==> config.mk <==
export PLATFORM = sky130hd
export DESIGN_NAME = ofifo_psum_writeback
export DESIGN_NICKNAME = d
export VERILOG_FILES = /design/src/rtl/ofifo_psum_writeback.sv
export SDC_FILE = /design/constraint.sdc
export NUM_CORES = 1
export LEC_CHECK = 0
export ABC_AREA = 1
export BUFFER_PORTS_ARGS = -buffer_cell sky130_fd_sc_hd__buf_2
export CAP_MARGIN = 15
export CORE_ASPECT_RATIO = 0.8
export CORE_MARGIN = 2
export CORE_UTILIZATION = 45
export DETAILED_ROUTE_END_ITERATION = 8
export PLACE_DENSITY = 0.7
export SLEW_MARGIN = 5
export SYNTH_ARGS = -nofsm -noshare
export SYNTH_HDL_FRONTEND = slang
export SYNTH_SLANG_ARGS = --single-unit
==> constraint.sdc <==
create_clock -name clk -period 5.7 [get_ports clk]
set_clock_uncertainty 0.2 [all_clocks]
set_input_delay 0.855 -clock clk [delete_from_list [all_inputs] [get_ports clk]]
set_output_delay 0.855 -clock clk [all_outputs]
set_load 0.005 [all_outputs]
==> src/rtl/ofifo_psum_writeback.sv <==
// Drains psum rows from the OFIFO into pmem. Each row either overwrites its pmem row or is
// added lane-wise to the stored partial sum; an optional ReLU is applied on the written value.
module ofifo_psum_writeback #(
    parameter int col     = 8,
    parameter int psum_bw = 16,
    parameter int addr_bw = 11
) (
    input  logic                     clk,
    input  logic                     reset,
    input  logic                     start,
    input  logic [addr_bw-1:0]       num_rows,
    input  logic [addr_bw-1:0]       base_addr,
    input  logic                     acc_mode,
    input  logic                     relu_en,
    input  logic                     ofifo_valid,
    input  logic [col*psum_bw-1:0]   ofifo_out,
    output logic                     ofifo_rd,
    input  logic [col*psum_bw-1:0]   pmem_q,
    output logic                     pmem_cen,
    output logic                     pmem_wen,
    output logic [addr_bw-1:0]       pmem_addr,
    output logic [col*psum_bw-1:0]   pmem_d,
    output logic                     busy,
    output logic                     done
);
    localparam int RW = col * psum_bw;

    typedef enum logic [2:0] {
        S_IDLE   = 3'd0,
        S_WAIT   = 3'd1,
        S_RDWAIT = 3'd2,
        S_WRITE  = 3'd3,
        S_DONE   = 3'd4
    } state_t;

    state_t             state_reg, state_next;
    logic [addr_bw-1:0] cnt_reg, cnt_next;
    logic [addr_bw-1:0] num_rows_reg, num_rows_next;
    logic [addr_bw-1:0] base_reg, base_next;
    logic               acc_reg, acc_next;
    logic               relu_reg, relu_next;
    logic [RW-1:0]      buf_reg, buf_next;

    logic [RW-1:0]      sum_row;
    logic [RW-1:0]      wr_row;
    logic [addr_bw-1:0] row_addr;
    logic               last_row;

    // Lane add wraps at psum_bw; ReLU only shapes the write data, never the buffer.
    genvar gi;
    generate
        for (gi = 0; gi < col; gi++) begin : g_lane
            logic [psum_bw-1:0] buf_lane;
            assign buf_lane = buf_reg[gi*psum_bw +: psum_bw];
            assign sum_row[gi*psum_bw +: psum_bw] = buf_lane + pmem_q[gi*psum_bw +: psum_bw];
            assign wr_row[gi*psum_bw +: psum_bw]  =
                (relu_reg && buf_lane[psum_bw-1]) ? '0 : buf_lane;
        end
    endgenerate

    assign row_addr = base_reg + cnt_reg;
    assign last_row = (cnt_reg == num_rows_reg - addr_bw'(1));

    always_ff @(posedge clk or negedge reset) begin
        if (!reset) begin
            state_reg    <= S_IDLE;
            cnt_reg      <= '0;
            num_rows_reg <= '0;
            base_reg     <= '0;
            acc_reg      <= 1'b0;
            relu_reg     <= 1'b0;
            buf_reg      <= '0;
        end else begin
            state_reg    <= state_next;
            cnt_reg      <= cnt_next;
            num_rows_reg <= num_rows_next;
            base_reg     <= base_next;
            acc_reg      <= acc_next;
            relu_reg     <= relu_next;
            buf_reg      <= buf_next;
        end
    end

    always_comb begin
        state_next    = state_reg;
        cnt_next      = cnt_reg;
        num_rows_next = num_rows_reg;
        base_next     = base_reg;
        acc_next      = acc_reg;
        relu_next     = relu_reg;
        buf_next      = buf_reg;
        ofifo_rd      = 1'b0;
        pmem_cen      = 1'b1;
        pmem_wen      = 1'b1;
        pmem_addr     = '0;
        pmem_d        = '0;
        busy          = (state_reg != S_IDLE);
        done          = 1'b0;

        case (state_reg)
            S_IDLE: begin
                if (start) begin
                    num_rows_next = num_rows;
                    base_next     = base_addr;
                    acc_next      = acc_mode;
                    relu_next     = relu_en;
                    cnt_next      = '0;
                    state_next    = (num_rows == '0) ? S_DONE : S_WAIT;
                end
            end
            S_WAIT: begin
                if (ofifo_valid) begin
                    ofifo_rd = 1'b1;
                    buf_next = ofifo_out;
                    if (acc_reg) begin
                        // Read of the stored psum overlaps the pop; data lands in RDWAIT.
                        pmem_cen   = 1'b0;
                        pmem_addr  = row_addr;
                        state_next = S_RDWAIT;
                    end else begin
                        state_next = S_WRITE;
                    end
                end
            end
            S_RDWAIT: begin
                buf_next   = sum_row;
                state_next = S_WRITE;
            end
            S_WRITE: begin
                pmem_cen  = 1'b0;
                pmem_wen  = 1'b0;
                pmem_addr = row_addr;
                pmem_d    = wr_row;
                if (last_row) begin
                    state_next = S_DONE;
                end else begin
                    cnt_next   = cnt_reg + addr_bw'(1);
                    state_next = S_WAIT;
                end
            end
            S_DONE: begin
                done       = 1'b1;
                state_next = S_IDLE;
            end
            default: begin
                state_next = S_IDLE;
            end
        endcase
    end
endmodule
==> implementation parameters, run 1 <==
Parameter                              Value

Placement
  Post-detail-place hpwl ... ~45000 um
  Buffers added on ports ... around 430
  Final estimated routing congestion in global placement ... 0.984
  Post-placement worst setup slack ... around 2.2 ns

Global routing
  Sum of overflow across all layers after global routing ... 0
  Global-route wire length before repair ... 90100 um
  Via count of the first global-routing pass ... roughly 17000
  Overall routing resource usage ... 31.2%
  Largest net degree at the start of global routing ... 173
  Initial antenna violation count ... 11

CTS
  Post-CTS setup buffers ... 0
  Clock Latency Late Sink ... about 0.46 ns
  Number of buffers on the longest clock path ... 2
  Post-CTS Hold Fix Bufs ... 0
  Num CTS Buffers ... 17
  Number of gates resized after CTS ... 0
  Clock tree from TritonCTS ... done
  Number of H-tree levels ... 4
  Number of clock sinks seen by CTS ... roughly 170
  CTS clk-pin slew, worst paths ... around 0.070 ns
  CTS Root Buffer Type ... sky130_fd_sc_hd__clkbuf_16

Detailed routing
  Total wire length after detailed routing ... approximately 59000 um
  Number of remaining DRC errors ... 0
  Ratio of routed vias to standard cells ... ~5.5
  Routed WL per cell ... approximately 18 um
  DRC marker count from the first detailed-route iteration ... 1633
  Routed via count ... 18000
  Post-route ant nets ... 0
  First-pass DRT Iterations ... 6

Floorplanning
  Die height ... between 150 and 200 um
  Core area ... around 35000 um2
  I/O pin cnt ... roughly 430
  Row cnt ... ~60
  DIE WIDTH ... 214 um
  Die area ... approximately 37000 um2
  Initial cell density of the core ... roughly 46%

Hold path
  Hold WC Path Type ... input pin to async pin

Synth
  Fraction of post-synthesis cell area in the top cell type by area ... approximately a quarter
  Top cells by area, synth ... sky130_fd_sc_hd__dfrtp_1, sky130_fd_sc_hd__nand2_1, sky130_fd_sc_hd__ha_1
  Post-synthesis net count ... roughly 2900
  Number of warnings reported in the yosys synthesis log ... 0
  Cell type with the highest aggregate area in the netlist ... sky130_fd_sc_hd__dfrtp_1
  #FFs+latches synth ... 166
  Summed instance area of the synthesized netlist ... around 16000 um2
  Number of standard cells after synthesis ... approximately 2400
  Proportion of synthesized chip area in sequential cells ... 26.2%
  Synthesized area divided by synthesized cell count ... 6.53 um2
  Distinct cell type count of the synthesized netlist ... 42
  Share of flip-flops with an asynchronous set or reset ... 100%
  Count of flip-flops with a built-in enable after synthesis ... 0
  Most used flip-flop cell after synthesis ... sky130_fd_sc_hd__dfrtp_1

STA
  Worst Max-Slew Pin Slew ... 1.10 ns
  Final-report hold violation count ... 0
  Final count of negative-setup-slack endpoints ... 0
  Min Clock Period, post-route ... approximately 3.8 ns
  Fin worst setup slack ... around 1.9 ns
  RSZ-0062 raised after global routing ... no
  Worst hold slack after final layout ... 0.235 ns
  Tightest slew margin relative to the limit ... 26.6%
  Final cycle utilization of the critical path ... between 60% and 70%
  Final count of pins violating max slew ... 0
  Total negative slack ... 0 ns
  Achievable frequency ... roughly 0.26 GHz

Finish
  Fraction of final layout cells with drive strength greater than 1 ... 18.1%
  Total Nets Final ... about 3200
  Max reg flops ... about 130
  Post-synthesis to final-layout area growth ... 19.4%

Setup path
  Signal arrival time at the worst endpoint ... 2.78 ns
  Maximum fanout along the worst path ... between 70 and 80
  Startpoint class of the critical path ... flop
  Nature of the critical path endpoint ... output pin
  Crit Path Category ... flop to output pin
  Required @ worst endpoint ... between 4 and 5 ns

Job
  Max-capacitance violation count ... 0

Run status
  Result of the run ... finished, final reports clean

Pwr
  Post-route total power ... between 10 and 15 mW
  Leakage power summed over all cells ... 10.3 nW
  IR Drop Worst-Case VDD ... 0.000262 V
  Pwr/cell area ... roughly 550 nW/um2
## cell usage in the layout (no fill, tap or decap), types with 3 or more instances in the layout
master                         n
sky130_fd_sc_hd__dfrtp_1     166
sky130_fd_sc_hd__xnor2_1      28
sky130_fd_sc_hd__o211ai_1     13
sky130_fd_sc_hd__inv_2         7
sky130_fd_sc_hd__nand2_1     598
sky130_fd_sc_hd__clkbuf_16    17
sky130_fd_sc_hd__a21o_1       19
sky130_fd_sc_hd__o21a_1       24
sky130_fd_sc_hd__o31ai_1       3
sky130_fd_sc_hd__nand4_1      21
sky130_fd_sc_hd__o22ai_1       8
sky130_fd_sc_hd__clkinvlp_4    6
sky130_fd_sc_hd__a21boi_0      3
sky130_fd_sc_hd__fa_1          9
sky130_fd_sc_hd__buf_4         6
sky130_fd_sc_hd__o21ai_0     173
sky130_fd_sc_hd__inv_1       226
sky130_fd_sc_hd__o21ai_1      11
sky130_fd_sc_hd__nor2_2        3
sky130_fd_sc_hd__inv_6         3
sky130_fd_sc_hd__o21bai_1     21
sky130_fd_sc_hd__nor3_1       43
sky130_fd_sc_hd__diode_2      10
sky130_fd_sc_hd__a21oi_1     237
sky130_fd_sc_hd__mux2_2       13
sky130_fd_sc_hd__xor2_1       53
sky130_fd_sc_hd__buf_2       426
sky130_fd_sc_hd__nand3b_1     15
sky130_fd_sc_hd__nor4_1        4
sky130_fd_sc_hd__nor2_4        5
sky130_fd_sc_hd__a31oi_1       9
sky130_fd_sc_hd__nor2_1      326
sky130_fd_sc_hd__or2_2         3
sky130_fd_sc_hd__ha_1        132
sky130_fd_sc_hd__nand3_1     158
## power by group
part           internal, mW  switching, mW
Sequential             1.76          0.552
Combinational          2.46           4.35
Clock                 0.663          0.564
## per-stage QoR
step / cells / util, % / instance area, um2
after floorplan: 2434 / - / 15900
after global placement: 3254 / 52.8 / 18300
after detailed placement: 3254 / 52.8 / 18300
after CTS: 3286 / 54.5 / 18900
after global routing: 3292 / 54.6 / 18900
final: 3296 / 54.6 / 19000
## layer usage
metal	global-route usage, %	routed length, um
met5	0	30
met4	9.76	1580
met3	5.70	4670
met2	48.6	25300
met1	43.8	27300
## final timing paths
kind	from	endpoint	slack (ns)	cells past startpoint
min in group clk	base_reg[9]	base_reg[9]	0.31	1
setup reg to reg	state_reg[0]	buf_reg[82]	2.68	10
hold / removal	reset	buf_reg[110]	0.23	1
setup / recovery	state_reg[1]	pmem_d[84]	1.86	8
max in group asynchronous	reset	buf_reg[38]	4.06	2
hold reg to reg	base_reg[9]	base_reg[9]	0.31	1
## kinds of logic after synthesis
kind of cell	after synthesis	share of synthesized area, %
and+or+nand+nor	1187	31.0
AOI/OAI and AO/OA	523	18.0
buffers and inverters	323	7.98
DFF	166	26.2
adders and majority gates	141	11.5
xor gates and xnor gates	81	4.47
muxes	13	0.922
## Yosys cell counts, types with 2 or more instances
library cell               instances
sky130_fd_sc_hd__nand3b_1         15
sky130_fd_sc_hd__a31oi_1           9
sky130_fd_sc_hd__or2_2             3
sky130_fd_sc_hd__o31ai_1           3
sky130_fd_sc_hd__xnor2_1          28
sky130_fd_sc_hd__mux2_2           13
sky130_fd_sc_hd__nand2_2           3
sky130_fd_sc_hd__o211ai_1         13
sky130_fd_sc_hd__nor3_1           43
sky130_fd_sc_hd__nand4_1          21
sky130_fd_sc_hd__o32ai_1           2
sky130_fd_sc_hd__buf_1             2
sky130_fd_sc_hd__buf_2            35
sky130_fd_sc_hd__a21boi_0          3
sky130_fd_sc_hd__inv_2             9
sky130_fd_sc_hd__o21ai_0         173
sky130_fd_sc_hd__ha_1            132
sky130_fd_sc_hd__a21o_1           19
sky130_fd_sc_hd__xor2_1           53
sky130_fd_sc_hd__nor4_1            4
sky130_fd_sc_hd__a21oi_1         237
sky130_fd_sc_hd__inv_1           227
sky130_fd_sc_hd__nand2_1         598
sky130_fd_sc_hd__dfrtp_1         166
sky130_fd_sc_hd__o22ai_1           8
sky130_fd_sc_hd__o21bai_1         21
sky130_fd_sc_hd__o21a_1           24
sky130_fd_sc_hd__nor2_2            4
sky130_fd_sc_hd__nor2_4            3
sky130_fd_sc_hd__nand3_2           2
sky130_fd_sc_hd__o21ai_1          11
sky130_fd_sc_hd__fa_1              9
sky130_fd_sc_hd__clkbuf_1         48
sky130_fd_sc_hd__nor2_1          327
sky130_fd_sc_hd__nand3_1         158
sky130_fd_sc_hd__nor3_2            2
## worst max-delay path, cell delays in order, from the launching register on
cell                      delay (ns)
sky130_fd_sc_hd__dfrtp_1        0.43
sky130_fd_sc_hd__inv_1          0.08
sky130_fd_sc_hd__nor2_1         0.05
sky130_fd_sc_hd__inv_1          0.15
sky130_fd_sc_hd__nor2_4         0.11
sky130_fd_sc_hd__inv_4          0.60
sky130_fd_sc_hd__buf_4          0.61
sky130_fd_sc_hd__nor3_1         0.11
sky130_fd_sc_hd__buf_2          0.15
## layout make-up
cell class                      instances  area (um2)
Tap cell                              472         591
Clock buffer                           19         443
Multi-Input combinational cell       1945       10500
Fill cell                            3524       15800
Timing Repair Buffer                  435        2230
Clock inverter                         13         149
Antenna cell                           10        25.0
Inverter                              236         891
Sequential cell                       166        4150
Power figures use the tool's default switching activity.
==> run 2: changes to the inputs <==
Settings changed: ABC_AREA 1 to 0, PLACE_DENSITY 0.7 to 0.71.
Clock period 5.7 ns to 3.55 ns, I/O delays scaled along.
==> implementation parameters, run 2 <==
Parameter                              Value

Run status
  Result of the run ... finished, final reports clean

Synth
  Fraction of post-synthesis cell area in the top cell type by area ... 28.7% (+2.6 points)
  Number of warnings reported in the yosys synthesis log ... 0 (unchanged)
  #FFs+latches synth ... 166 (unchanged)
  Post-synthesis net count ... 2270 (-21%)
  Cell with the most instances after synthesis ... sky130_fd_sc_hd__nand2_1
  Share of flip-flops with an asynchronous set or reset ... 100% (unchanged)
  Count of flip-flops with a built-in enable after synthesis ... 0 (unchanged)
  Cell type with the highest aggregate area in the netlist ... sky130_fd_sc_hd__dfrtp_1
  Synthesized area divided by synthesized cell count ... 7.84 um2 (+20%)
  Number of standard cells after synthesis ... 1845 (-24%)
  Top cells by area, synth ... sky130_fd_sc_hd__dfrtp_1, sky130_fd_sc_hd__ha_1, sky130_fd_sc_hd__nand2_1
  Summed instance area of the synthesized netlist ... 14500 um2 (-8.9%)
  Leading post-synthesis cells by instance count ... sky130_fd_sc_hd__nand2_1, sky130_fd_sc_hd__dfrtp_1, sky130_fd_sc_hd__a21oi_1
  Proportion of synthesized chip area in sequential cells ... 28.7% (+2.6 points)
  Most used flip-flop cell after synthesis ... sky130_fd_sc_hd__dfrtp_1
  Distinct cell type count of the synthesized netlist ... 69 (+64%)

Finish
  Footprint of the multi-input gates ... 9820 um2 (-6.3%)
  Final Util ... 56.5% (+1.9 points)
  FF/Latch Area ... 4160 um2 (about the same)
  Post-synthesis to final-layout area growth ... 23.2%
  Number of filler instances in the final layout ... 2988 (-15%)
  Fraction of final layout cells with drive strength greater than 1 ... 22.7% (+4.6 points)
  Leading cell type in the layout, fill and taps excluded ... sky130_fd_sc_hd__buf_2
  Total Nets Final ... 2678 (-17%)
  Most frequent cells in the layout ... sky130_fd_sc_hd__buf_2, sky130_fd_sc_hd__nand2_1, sky130_fd_sc_hd__dfrtp_1, sky130_fd_sc_hd__a21oi_1, sky130_fd_sc_hd__and2_1
  Max reg flops ... 128 (unchanged)

CTS
  Num CTS Buffers ... 17 (unchanged)
  Number of H-tree levels ... 4 (unchanged)
  Number of clock sinks seen by CTS ... 166 (unchanged)
  CTS Root Buffer Type ... sky130_fd_sc_hd__clkbuf_16
  CTS clk-pin slew, worst paths ... 0.07 ns (about the same)
  Number of buffers on the longest clock path ... 2 (unchanged)
  Clock tree from TritonCTS ... done
  Clock Latency Late Sink ... 0.45 ns (about the same)

Pwr
  Switching power share of the total ... 46.6% (-6.2 points)
  Share of power burned in the clock network ... 12.2% (+0.4 points)
  IR Drop Worst-Case VDD ... 0.000471 V (+80%)
  Post-route total power ... 15.7 mW (+52%)
  Logic pwr share ... 63.8% (-2.0 points)
  Pint ... 8.38 mW (+72%)
  Leakage power summed over all cells ... 8.93 nW (-13%)
  Switching power ... 7.32 mW (+34%)
  Pwr/cell area ... 881 nW/um2 (+61%)
  Fraction of power consumed by sequential logic ... 23.9% (+1.6 points)

STA
  Final-report hold violation count ... 0 (unchanged)
  Achievable frequency ... 0.290 GHz
  Final count of pins violating max slew ... 0 (unchanged)
  Tightest slew margin relative to the limit ... 29.7% (+3.1 points)
  Final count of negative-setup-slack endpoints ... 0 (unchanged)
  Min Clock Period, post-route ... ~3.4 ns
  Final cycle utilization of the critical path ... around 100%
  Worst Max-Slew Pin Slew ... 1.05 ns (-0.0495 ns)

Placement
  Buffers added on ports ... 427 (unchanged)
  Post-detail-place hpwl ... 36800 um (-18%)
  Final estimated routing congestion in global placement ... 0.927 (-5.7%)

Floorplanning
  I/O pin cnt ... 428 (unchanged)
  Die area ... 33600 um2 (-8.7%)
  Core area ... 31600 um2 (-9.1%)
  Initial cell density of the core ... 45.8% (+0.094 points)
  Row cnt ... 58 (-4.9%)
  Die height ... 164 um (-4.5%)
  DIE WIDTH ... 204 um (-4.5%)

Setup path
  Nature of the critical path endpoint ... output pin
  Crit Path Category ... flop to output pin
  Required @ worst endpoint ... 2.82 ns (-1.82 ns)
  Maximum fanout along the worst path ... 5 (-94%)
  Startpoint class of the critical path ... flop
  Signal arrival time at the worst endpoint ... 2.72 ns (-0.06 ns)

Job
  Max-capacitance violation count ... 0 (unchanged)

Global routing
  Overall routing resource usage ... 28.3% (-2.9 points)
  Largest net degree at the start of global routing ... 131 (-24%)
  Global-route wire length before repair ... 74800 um (-17%)
  Sum of overflow across all layers after global routing ... 0 (unchanged)
  Initial antenna violation count ... 17 (+6)
  Via count of the first global-routing pass ... 14200 (-15%)

Detailed routing
  Total wire length after detailed routing ... 48400 um (-18%)
  DRC marker count from the first detailed-route iteration ... 926 (-43%)
  Routed via count ... 15000 (-17%)
  Ratio of routed vias to standard cells ... 5.57 (+1.8%)
  Routed WL per cell ... 18.0 um (+0.74%)
  Number of remaining DRC errors ... 0 (unchanged)
  First-pass DRT Iterations ... 5 (-1)
  Post-route ant nets ... 0 (unchanged)

Hold path
  Hold WC Path Type ... input pin to flop
==> run 2: worst paths after layout <==
kind                       slack, ns          from  cells after the start         endpoint
setup / recovery                0.10    cnt_reg[0]                     11    pmem_addr[10]
hold / removal                  0.08  base_addr[3]                      3      base_reg[3]
setup reg to reg                0.57   buf_reg[96]                     10     buf_reg[110]
hold reg to reg                 0.29   base_reg[9]                      2      base_reg[9]
max in group asynchronous       1.85         reset                      3       buf_reg[0]
min in group asynchronous       0.51         reset                      2  num_rows_reg[3]
==> run 2: worst max-delay path: stages (launching register included) <==
cell	delay, ns
sky130_fd_sc_hd__dfrtp_2	0.41
sky130_fd_sc_hd__ha_1	0.19
sky130_fd_sc_hd__inv_1	0.06
sky130_fd_sc_hd__fa_1	0.37
sky130_fd_sc_hd__nor2b_1	0.18
sky130_fd_sc_hd__o21ai_1	0.11
sky130_fd_sc_hd__a21oi_2	0.18
sky130_fd_sc_hd__o21ai_2	0.09
sky130_fd_sc_hd__a211o_1	0.28
sky130_fd_sc_hd__a211o_1	0.25
sky130_fd_sc_hd__nand2_1	0.06
sky130_fd_sc_hd__buf_2	0.10
==> run 2: cell families (layout without fill, tap and decap cells) <==
kind of cell | Yosys count | count (layout) | share of synthesized area [%]
AO/OA/AOI/OAI | 433 | 433 | 18.9
flip-flops | 166 | 166 | 28.7
AND/OR/NAND/NOR | 837 | 837 | 28.1
adder cells (fa/ha/maj) | 141 | 141 | 12.7
other | 0 | 9 | 0
XOR/XNOR | 104 | 104 | 6.30
buffers and inverters | 140 | 560 | 3.69
multiplexers | 24 | 24 | 1.67
==> run 2: power groups by stage <==
stage,registers (mW),clock network [mW],logic (mW)
after floorplan,3.41,0,7.33
after global placement,3.73,0,9.67
after detailed placement,3.77,0,9.89
after CTS,3.75,1.94,9.97
after global routing,3.91,2.02,11.2
final,3.76,1.92,10.0
==> run 2: metrics by stage <==
step / area (um2) / worst slack, ns / cells / hold WS, ns / TNS [ns]
after global routing: 17800 / -0.0252 / 2690 / 0.0685 / -0.0420
after detailed placement: 17200 / 0.391 / 2651 / 0.271 / 0
after CTS: 17800 / 0.0146 / 2683 / 0.0606 / 0
after global placement: 17200 / 0.472 / 2651 / 0.266 / 0
final: 17800 / 0.102 / 2694 / 0.0838 / 0
after floorplan: 14500 / 0.699 / 1845 / 0.0369 / 0
==> run 2: layout make-up <==
type,count,share of cell area (%)
timing repair buffer,464,13.9
sequential,166,23.3
clock inverter,7,0.541
antenna,9,0.126
multi-input combinational,1539,55.1
tap,420,2.95
clock buffer,24,2.70
inverter,65,1.38
==> run 2: repair_timing <==
action / in CTS / in global routing
hold buffers: 1 / 0
resized for setup: 3 / 5
setup endpoints to repair: 2 / 2
setup buffers: 0 / 2
endpoints found under the hold margin: 69 / 0
pin swaps: 0 / 2
cloned: 0 / 0
==> run 2: routing by layer <==
metal	global-route usage, %	share of wire (%)
met5	0	0.28
met4	8.10	2.1
met3	6.75	7.2
met2	46.9	47
met1	36.9	43
